===== src/rtl/divider_seq.sv =====
// Sequential radix-2 restoring divider, one quotient bit per cycle.
// Handles signed (DIV) and unsigned (DIVU) requests, divide-by-zero, and cancel.
module divider_seq #(
    parameter int WIDTH = 32
) (
    input  logic             clk,
    input  logic             rst,
    input  logic             in_valid,
    input  logic             sign,
    input  logic [WIDTH-1:0] srca,
    input  logic [WIDTH-1:0] srcb,
    input  logic             cancel,
    output logic             out_valid,
    output logic [WIDTH-1:0] hi,
    output logic [WIDTH-1:0] lo,
    output logic [1:0]       state_dbg
);

    // Handshake: the requester holds in_valid (with sign/srca/srcb) high until
    // out_valid. A start is sampled only in IDLE when cancel is low. out_valid
    // is a single-cycle pulse in DONE. Inputs are ignored in BUSY and DONE.
    localparam int CNT_W = $clog2(WIDTH);

    typedef enum logic [1:0] {
        IDLE = 2'd0,
        BUSY = 2'd1,
        DONE = 2'd2
    } state_t;

    state_t             state_q, state_d;
    logic [CNT_W-1:0]   cnt_q, cnt_d;
    logic [WIDTH-1:0]   dvd_q, dvd_d;
    logic [WIDTH-1:0]   dvs_q, dvs_d;
    logic [WIDTH-1:0]   rem_q, rem_d;
    logic               qneg_q, qneg_d;
    logic               rneg_q, rneg_d;
    logic               dz_q, dz_d;
    logic [WIDTH-1:0]   hi_q, hi_d;
    logic [WIDTH-1:0]   lo_q, lo_d;

    // dvd_q shifts the dividend out at the top and collects quotient bits at the bottom.
    logic [WIDTH:0]     shifted;
    logic [WIDTH:0]     diff;
    logic               qbit;
    logic [WIDTH-1:0]   rem_new;
    logic [WIDTH-1:0]   quo_new;

    assign shifted = {rem_q, dvd_q[WIDTH-1]};
    assign diff    = shifted - {1'b0, dvs_q};
    assign qbit    = ~diff[WIDTH];
    assign rem_new = qbit ? diff[WIDTH-1:0] : shifted[WIDTH-1:0];
    assign quo_new = {dvd_q[WIDTH-2:0], qbit};

    always_ff @(posedge clk or posedge rst) begin
        if (rst) begin
            state_q <= IDLE;
            cnt_q   <= '0;
            dvd_q   <= '0;
            dvs_q   <= '0;
            rem_q   <= '0;
            qneg_q  <= 1'b0;
            rneg_q  <= 1'b0;
            dz_q    <= 1'b0;
            hi_q    <= '0;
            lo_q    <= '0;
        end else begin
            state_q <= state_d;
            cnt_q   <= cnt_d;
            dvd_q   <= dvd_d;
            dvs_q   <= dvs_d;
            rem_q   <= rem_d;
            qneg_q  <= qneg_d;
            rneg_q  <= rneg_d;
            dz_q    <= dz_d;
            hi_q    <= hi_d;
            lo_q    <= lo_d;
        end
    end

    always_comb begin
        state_d = state_q;
        cnt_d   = cnt_q;
        dvd_d   = dvd_q;
        dvs_d   = dvs_q;
        rem_d   = rem_q;
        qneg_d  = qneg_q;
        rneg_d  = rneg_q;
        dz_d    = dz_q;
        hi_d    = hi_q;
        lo_d    = lo_q;

        unique case (state_q)
            IDLE: begin
                if (in_valid && !cancel) begin
                    dvd_d   = (sign && srca[WIDTH-1]) ? -srca : srca;
                    dvs_d   = (sign && srcb[WIDTH-1]) ? -srcb : srcb;
                    rem_d   = '0;
                    cnt_d   = '0;
                    qneg_d  = sign & (srca[WIDTH-1] ^ srcb[WIDTH-1]);
                    rneg_d  = sign & srca[WIDTH-1];
                    dz_d    = (srcb == '0);
                    state_d = BUSY;
                end
            end
            BUSY: begin
                if (cancel) begin
                    state_d = IDLE;
                end else begin
                    dvd_d = quo_new;
                    rem_d = rem_new;
                    cnt_d = cnt_q + 1'b1;
                    if (cnt_q == CNT_W'(WIDTH - 1)) begin
                        // Divide-by-zero: the remainder path already yields the raw
                        // dividend after sign restore; only the quotient is forced.
                        lo_d    = dz_q ? '1 : (qneg_q ? -quo_new : quo_new);
                        hi_d    = rneg_q ? -rem_new : rem_new;
                        state_d = DONE;
                    end
                end
            end
            DONE: begin
                state_d = IDLE;
            end
            default: begin
                state_d = IDLE;
            end
        endcase
    end

    assign out_valid = (state_q == DONE) && !cancel;
    assign hi        = hi_q;
    assign lo        = lo_q;
    assign state_dbg = state_q;

endmodule


===== config.mk =====
export PLATFORM = sky130hd
export DESIGN_NAME = divider_seq
export DESIGN_NICKNAME = d
export VERILOG_FILES = /design/src/rtl/divider_seq.sv
export SDC_FILE = /design/constraint.sdc
export NUM_CORES = 1
export LEC_CHECK = 0
export BUFFER_PORTS_ARGS = -buffer_cell sky130_fd_sc_hd__clkbuf_2
export CAP_MARGIN = 10
export CORE_UTILIZATION = 65
export DETAILED_ROUTE_END_ITERATION = 8
export PLACE_DENSITY = 0.87
export SLEW_MARGIN = 5
export SYNTH_ARGS = -nofsm -noshare
export SYNTH_HDL_FRONTEND = slang
export SYNTH_SLANG_ARGS = --single-unit

===== constraint.sdc =====
create_clock -name clk -period 13.9 [get_ports clk]
set_clock_uncertainty 0.1 [all_clocks]
set_input_delay 2.78 -clock clk [delete_from_list [all_inputs] [get_ports clk]]
set_output_delay 2.78 -clock clk [all_outputs]
set_load 0.02 [all_outputs]

==> impl_metrics.tcl <==
set metrics [dict create \
    clk_pin_slew_ps 80 \
    worstPathRequired_ps 11020 \
    critPathMostFrequentCell "clkbuf_2" \
    grt_pass1_wl_mm 51.9 \
    tightestPinTransition_ps 1250 \
    post_cts_resized 0 \
    worst-r2r-setup-slack_ps 8270 \
    min_path_type "reg -> reg" \
    nFillCells 1363 \
    ant_nets 0 \
    hold_start "lo[7]" \
    final_max_slew_viol_count 0 \
    synthFlopType "dfrtp_1" \
    hold-path-endpoint "lo[7]" \
    rows 49 \
    finalCriticalPeriod_ps 6160 \
    end_kind "output pin" \
    clockBufferDepth 2 \
    final_nets 1685 \
    avgSynthCellArea_sq_um 8.02 \
    yosysWarnings 0 \
    tns_ps 0 \
    reg2reg_to "hi[22]" \
    vias_per_cell 6.37 \
    path_max_fanout 5 \
    io_pins 136 \
    synthTopCellsByArea "dfrtp_1 (36%), nand2_1 (6.8%), o21ai_0 (5.7%)" \
    cts_tree "done" \
    async_flop_share_pct 100 \
    antenna_found_initial 0 \
    ff2ff_path_depth 21 \
    cp-start-kind "input pin" \
    ys_seq_area_share_pct 35.7 \
    rsz0062_at_grt "no" \
    p_leak_nw 5.98 \
    yosys.area.top_type "dfrtp_1" \
    p_per_area_mw_per_mm2 230 \
    htree_levels 4 \
    synth_area_sq_mm 0.0119 \
    ys_ff_latch 170 \
    peakVddDrop_mv 0.275 \
    start_util_pct 66.3 \
    drt-wirelength-per-cell_um 18.0 \
    die_y_um 137 \
    fin_ws_ps 7740 \
    crit_type "in -> out" \
    cts_buffers 17 \
    fp.dieArea_sq_mm 0.0189 \
    grt_max_degree 115 \
    min_period_over_period_pct 44.3 \
    place.gp.congestion 1.00 \
    synthTopCellsByCount "nand2_1 (216), dfrtp_1 (170), nor2_1 (142)" \
    critPathArrivalTime_ps 3280 \
    cpMaxStageDelayCell "clkbuf_2" \
    grt.overflow.total 0 \
    drc_errors 0 \
    holdPathStages 2 \
    synth.distinct_cells 83 \
    fp.dieW_um 137 \
    first_pass_iters 6 \
    synth-edff-count 0 \
    status "finished clean" \
    pre_cts_ws_ps 7740 \
    cts.sinks 170 \
    root_buffer "clkbuf_16" \
    slowest_delay_ps 200 \
    coreArea_sq_mm 0.0180 \
    syn_nets 1592 \
    grt_pass1_vias 10325 \
    syn_to_final_growth_pct 11.7 \
    cts_hold_buf 0 \
    cts_setup_buffers 0 \
    portBuffers 135 \
    final_area_sq_mm 0.0133 \
    hpwl_mm 23.9 \
    slew_headroom_pct 16.4 \
    layout-drive-gt1-share_pct 13.1 \
    max_freq_mhz 162 \
    final_util_pct 74.0 \
    r2r-start "dvd_q[31]" \
    path_cells "clkbuf_2 > nor3b_1 > clkbuf_2" \
    first_iter_violations 1180 \
    totalWireLength_mm 32.7 \
    clk_latency_ps 450 \
    antennaDiodeCount 0 \
    drv_cap 0 \
    postPlaceCellArea_sq_mm 0.0127 \
    synth_top_area_share_pct 35.7 \
    hold_viol 0 \
    report.final.setup_viol 0 \
    grt_usage_pct 35.5 \
    finalNonFillerCells 1819 \
    postSynthCellCount 1484 \
    vias 11581 \
    dp.cells 1787 \
    synth_most_common_cell "nand2_1" \
]
[final cells by class]
class | count | area (sq um) | share of cell area [%]
Multi-Input combinational cell | 1185 | 7160 | 53.9
Sequential cell | 170 | 4250 | 32.0
Timing Repair Buffer | 145 | 751 | 5.65
Clock buffer | 17 | 425 | 3.20
Tap cell | 229 | 287 | 2.15
Inverter | 58 | 223 | 1.67
Clock inverter | 15 | 195 | 1.47
[per-stage QoR]
stage,hold slack [ps],total power (W)
after floorplan,350,0.00207
after global placement,349,0.00242
after detailed placement,363,0.00247
after CTS,382,0.00299
after global routing,409,0.00323
final,377,0.00305
[worst max-delay path by stage]
stage / startpoint / endpoint / slack, ps / cells after the start
final: cancel / out_valid / 7740 / 3
after floorplan: rst / cnt_q[0] / 6420 / 1
after CTS: cancel / out_valid / 7740 / 3
after global placement: cancel / out_valid / 7750 / 3
after global routing: cancel / out_valid / 7710 / 3
after detailed placement: cancel / out_valid / 7740 / 3
[flip-flops by register name, indices dropped and copies added (netlist names)]
| signal | flops |
|---|---|
| dvd_q | 32 |
| lo | 32 |
| rem_q | 32 |
| hi | 32 |
| rneg_q | 1 |
| qneg_q | 1 |
| dvs_q | 32 |
| dz_q | 1 |
| state_dbg | 2 |
| cnt_q | 5 |
[logic make-up (layout without fill, tap and decap cells)]
logic type / Yosys count / in the layout / share of synthesized area [%]
compound gates: 442 / 442 / 22.1
xor+xnor: 134 / 134 / 10.0
fa+ha+maj: 39 / 39 / 4.16
buf+inv: 129 / 235 / 4.31
flops: 170 / 170 / 35.7
mux: 26 / 26 / 2.29
simple gates: 544 / 544 / 21.4
[worst max-delay path, delay by kind of cell]
| family | cells | cell delay (ps) |
|---|---|---|
| buffers and inverters | 2 | 320 |
| and+or+nand+nor | 1 | 180 |
[power breakdown]
group          leakage (nW)  internal [W]  total (W)  switching [W]
registers              2.26      0.000576   0.000701       0.000125
logic                  3.42      0.000672    0.00186        0.00119
clock network         0.303      0.000260   0.000495       0.000235
[metal layers]
layer | vias up | part of all wire, % | global-route usage [%] | wire length, um
li1 | 5436 | - | - | -
met1 | 5423 | 44 | 52.4 | 14500
met2 | 674 | 44 | 52.7 | 14300
met3 | 48 | 11 | 6.44 | 3470
met4 | 0 | 1.4 | 10.6 | 472
met5 | - | 0 | 0 | 0
[layout by cell type, fill, tap and decap left out, types with 15 or more instances in the layout]
cell type and instances:
nand2b_1 17, mux2i_1 18, xor2_1 66, nor2_1 141, o31ai_1 19, xnor2_1 67
clkbuf_2 135, clkbuf_16 17, ha_1 38, o21ai_0 136, o21ai_1 48, inv_1 54
a21oi_1 125, or3_1 15, dfrtp_1 170, nor4_1 15, nor3_1 44, nand2_1 215
(Power assumes the default switching activity.)
